<file path="src/rtl/dmem_arbiter.sv">
// Two-port arbiter and sequencer in front of the shared block data memory.
// Grants one whole block transfer at a time and returns the finished block to its requester.
module dmem_arbiter #(
   parameter int ADDR_WIDTH     = 28,
   parameter int DATA_WIDTH     = 128,
   parameter int FIXED_PRIORITY = 0,
   parameter int TIMEOUT        = 64
) (
   input  logic                  clock,
   input  logic                  reset,
   input  logic                  p0_read,
   input  logic                  p0_write,
   input  logic [ADDR_WIDTH-1:0] p0_address,
   input  logic [DATA_WIDTH-1:0] p0_writedata,
   output logic [DATA_WIDTH-1:0] p0_readdata,
   output logic                  p0_busywait,
   input  logic                  p1_read,
   input  logic                  p1_write,
   input  logic [ADDR_WIDTH-1:0] p1_address,
   input  logic [DATA_WIDTH-1:0] p1_writedata,
   output logic [DATA_WIDTH-1:0] p1_readdata,
   output logic                  p1_busywait,
   output logic                  mem_read,
   output logic                  mem_write,
   output logic [ADDR_WIDTH-1:0] mem_address,
   output logic [DATA_WIDTH-1:0] mem_writedata,
   input  logic [DATA_WIDTH-1:0] mem_readdata,
   input  logic                  mem_busywait,
   output logic                  mem_error
);

   localparam int CW = $clog2(TIMEOUT + 1);

   typedef enum logic [1:0] {IDLE, ACCESS, RESP} state_t;

   state_t                state, state_next;
   logic                  grant;      // port owning the current transfer
   logic                  rr_ptr;     // port preferred on the next tie
   logic                  sel;
   logic                  req0, req1;
   logic                  timeout_hit;
   logic [CW-1:0]         cnt;
   logic [DATA_WIDTH-1:0] p0_rd_q, p1_rd_q;

   assign req0 = p0_read | p0_write;
   assign req1 = p1_read | p1_write;
   assign timeout_hit = (state == ACCESS) && mem_busywait && (cnt == CW'(TIMEOUT - 1));

   // Port choice for an IDLE grant; a lone requester always wins.
   always_comb begin
      sel = req1;
      if (req0 && req1)
         sel = (FIXED_PRIORITY != 0) ? 1'b0 : rr_ptr;
   end

   // NOTE: sequential state uses non-blocking assignments so every register samples pre-edge values.
   always_ff @(posedge clock or posedge reset) begin
      if (reset)
         state <= IDLE;
      else
         state <= state_next;
   end

   // NOTE: state_next gets a default first so no path through the case infers a latch.
   always_comb begin
      state_next = state;
      case (state)
         IDLE:    if (req0 || req1) state_next = ACCESS;
         ACCESS:  if (!mem_busywait || timeout_hit) state_next = RESP;
         RESP:    state_next = IDLE;
         default: state_next = IDLE;
      endcase
   end

   always_comb begin
      p0_busywait = req0 && !((state == RESP) && (grant == 1'b0));
      p1_busywait = req1 && !((state == RESP) && (grant == 1'b1));
      p0_readdata = ((state == RESP) && (grant == 1'b0) && req0) ? mem_readdata : p0_rd_q;
      p1_readdata = ((state == RESP) && (grant == 1'b1) && req1) ? mem_readdata : p1_rd_q;
   end

   // Memory-side registers, grant bookkeeping and returned-block capture.
   always_ff @(posedge clock or posedge reset) begin
      if (reset) begin
         grant         <= 1'b0;
         rr_ptr        <= 1'b0;
         cnt           <= '0;
         mem_read      <= 1'b0;
         mem_write     <= 1'b0;
         mem_address   <= '0;
         mem_writedata <= '0;
         mem_error     <= 1'b0;
         p0_rd_q       <= '0;
         p1_rd_q       <= '0;
      end else begin
         case (state)
            IDLE: begin
               if (req0 || req1) begin
                  grant         <= sel;
                  cnt           <= '0;
                  mem_address   <= sel ? p1_address : p0_address;
                  mem_writedata <= sel ? p1_writedata : p0_writedata;
                  mem_write     <= sel ? p1_write : p0_write;
                  mem_read      <= sel ? (p1_read & ~p1_write) : (p0_read & ~p0_write);
               end
            end
            ACCESS: begin
               if (!mem_busywait || timeout_hit) begin
                  mem_read  <= 1'b0;
                  mem_write <= 1'b0;
               end else begin
                  cnt <= cnt + 1'b1;
               end
               if (timeout_hit)
                  mem_error <= 1'b1;
            end
            RESP: begin
               // A requester that gave up mid-transfer gets nothing back.
               if (grant == 1'b0 && req0) p0_rd_q <= mem_readdata;
               if (grant == 1'b1 && req1) p1_rd_q <= mem_readdata;
               rr_ptr <= ~grant;
            end
            default: ;
         endcase
      end
   end

endmodule

</file>
<file path="config.mk">
export PLATFORM = sky130hd
export DESIGN_NAME = dmem_arbiter
export DESIGN_NICKNAME = d
export VERILOG_FILES = /design/src/rtl/dmem_arbiter.sv
export SDC_FILE = /design/constraint.sdc
export NUM_CORES = 1
export LEC_CHECK = 0
export ABC_AREA = 1
export ABC_CLOCK_PERIOD_IN_PS = 39100
export BUFFER_PORTS_ARGS = -buffer_cell sky130_fd_sc_hd__buf_4
export CAP_MARGIN = 0
export CORE_AREA = 2 2 338 340
export DETAILED_ROUTE_END_ITERATION = 12
export DIE_AREA = 0 0 340 342
export SYNTH_ARGS = -nofsm -noshare
export SYNTH_HDL_FRONTEND = slang
export SYNTH_SLANG_ARGS = --single-unit
</file>
<file path="constraint.sdc">
create_clock -name clock -period 39.1 [get_ports clock]
set_input_delay 7.82 -clock clock [delete_from_list [all_inputs] [get_ports clock]]
set_output_delay 7.82 -clock clock [all_outputs]
set_load 0.1 [all_outputs]
</file>
==> impl_metrics.toml <==
[run_status]
status = "complete, no violations"

[clock_tree]
htreeDepth = 2
post_cts_buffers = 0
cts_tree = "built"
hold_buffers = 0
cts_num_sinks = 426
cts_resized = 0
root_buffer = "clkbuf_16"
clk_path_buf_depth = 3
insertion_delay_ns = 0.64
clkTransAtPathRegs_ns = 0.06
numCtsBuffers = 51

[drt]
first_pass_iters = 7
drt_iter0_drc = 1316
final_antenna_net_count = 0
detail_route.wl_per_cell_um = 20.5
vias = 18700
drc = 0
via_per_inst = 4.13
wirelength_um = 93000

[floorplan]
placementRows = 124
dieWidth_um = 340
start_util_pct = 16.4
core_area_um2 = 113000
dieArea_um2 = 116000
die_h_um = 342
ioPinCount = 864

[worst_setup_path]
cp_data_required_time_ns = 31.28
start_kind = "primary input"
critical-path-top-delay-family = "buffers and inverters"
crit_type = "primary input to output port"
r2r-end = "p0_rd_q[57]"
crit_end = "p0_readdata[57]"
cpMaxStageDelayCell = "buf_4"
ff2ff_setup_slack_ns = 34.82
r2r_start = "grant"
cp_num_buf_inv = 6
crit_chain = "buf_4 -> inv_1 -> nand2_1 -> nand3_4 -> buf_4 -> buf_4 -> buf_4 -> nand2_1 -> o21ai_0 -> buf_4"
cp_max_fo = 114
path_depth = 10
cpMostUsedCell = "buf_4"
end_kind = "output port"
crit_start = "p0_write"
worst-endpoint-arrival_ns = 12.12
cpPeakStageDelay_ns = 0.83
reg2reg_depth = 7

[sta]
maxSlewViolCount = 0
max_slew_margin_pct = 26.1
fin_setup_tns_ns = 0
setup_viol = 0
rsz0062_at_grt = "no"
clock-skew-final_ns = 0.0375
timing.fmax_mhz = 50.1
min_period_ns = 19.94
layout_setup_ws_ns = 19.16
tightest_slew_ns = 1.11
hold_viol_final = 0
fin_crit_sh_pct = 51.0

[logic_synthesis]
synthCells = 2186
netlist.area_leader.share_pct = 57.5
synth-async-reset-ratio_pct = 100
synth_edf_count = 0
ys_seq_area_share_pct = 57.5
synth_ff_type = "dfrtp_1"
synth_largest_area_cell = "dfrtp_1"
syn_nets = 2634
syn_avg_cell_area_um2 = 8.47
synth_area_um2 = 18500
synth_most_common_cell = "nand2_1"
ys_ff_latch = 426
synth.area.top_cells = "dfrtp_1, o21ai_0, nand2_1, a21oi_1, o21ai_1"
yosys-top-cells-count = "nand2_1, dfrtp_1, o21ai_0, a21oi_1, nor2_1"
synth_cell_types = 23
ys_warn_count = 0

[global_route]
use_met2_pct = 23.2
antenna_found_initial = 39
grt_usage_pct = 15.2
top_usage_layer = "met2"
use_met1_pct = 18.9
grt_max_degree = 123
first_global_vias = 17600
grt_pass1_wl_um = 128000
grtUsageMet3_pct = 7.11
overflow = 0

[placement]
placedInstanceArea_um2 = 26400
place_worst_setup_slack_ns = 19.22
portBuffers = 863
dpl.hpwl_um = 72800
finalWeightedCongestion = 0.914

[hold_path]
min_from = "mem_error"
hold_path_class = "register to register"

[layout]
layout.nets = 3414
area_delta_synth_final_pct = 52.0
fin_util_pct = 24.9
drive_gt1_share_pct = 32.6
final_area_um2 = 28200

[flow_run]
drv_cap = 0
-- state kept, by name (all words and copies together) (netlist names) --
signal,count
mem_write,1
p1_rd_q,128
grant,1
rr_ptr,1
p0_rd_q,128
cnt,7
mem_error,1
mem_read,1
mem_address,28
state,2
mem_writedata,128
-- cells by family after synthesis --
family | after synthesis | share of synthesized area [%]
and+or+nand+nor | 626 | 12.9
DFF | 426 | 57.5
xor gates and xnor gates | 1 | 0.0473
buffers and inverters | 298 | 6.83
adders and majority gates | 1 | 0.0675
AOI/OAI and AO/OA | 834 | 22.6
-- metal layers --
layer  share of wire [%]  routed length, um
met5               0.088                 82
met3                  12              11100
met4                 3.2               2930
met1                  40              37400
met2                  45              41400
-- how the worst min path moves through the flow --
stage                               to  slack (ns)  cells past startpoint
after global placement       mem_error        0.46                      1
after detailed placement     mem_error        0.46                      1
final                        mem_error        0.47                      1
after global routing       p0_rd_q[63]        0.49                      2
after floorplan           p0_rd_q[118]        0.44                      2
after CTS                    mem_error        0.47                      1
-- layout by cell type (no fill, tap or decap), drive strengths merged --
cell type / netlist / routed
dfrtp: 426 / 426
clkinv: 0 / 11
ha: 1 / 1
nor2: 166 / 166
a21oi: 313 / 313
bufinv: 0 / 4
clkbuf: 44 / 70
nand4: 1 / 1
nor3b: 2 / 2
buf: 108 / 879
nand3: 7 / 7
a31o: 1 / 1
nand2: 450 / 450
diode: 0 / 13
clkinvlp: 0 / 5
inv: 146 / 148
o21ai: 520 / 520
xnor2: 1 / 1
-- stage by stage --
stage / hold WS (ns) / instances
after global placement: 0.455 / 4425
final: 0.469 / 4530
after CTS: 0.469 / 4517
after detailed placement: 0.456 / 4425
after global routing: 0.493 / 4526
after floorplan: 0.443 / 2186
-- area by class of cell --
| type | count | area [um^2] |
|---|---|---|
| inverters | 146 | 566 |
| repair buffers | 879 | 6610 |
| multi-input cells | 1462 | 6640 |
| flip-flops and latches | 426 | 10700 |
| diodes | 13 | 32.5 |
| fillers | 12400 | 84900 |
| clock buffers | 70 | 1490 |
| clock inverters | 22 | 267 |
| well taps | 1512 | 1890 |
Power is left out: the tool's default activity adds up to more than one toggle a clock period on the data nets, which glitch-free logic cannot reach.
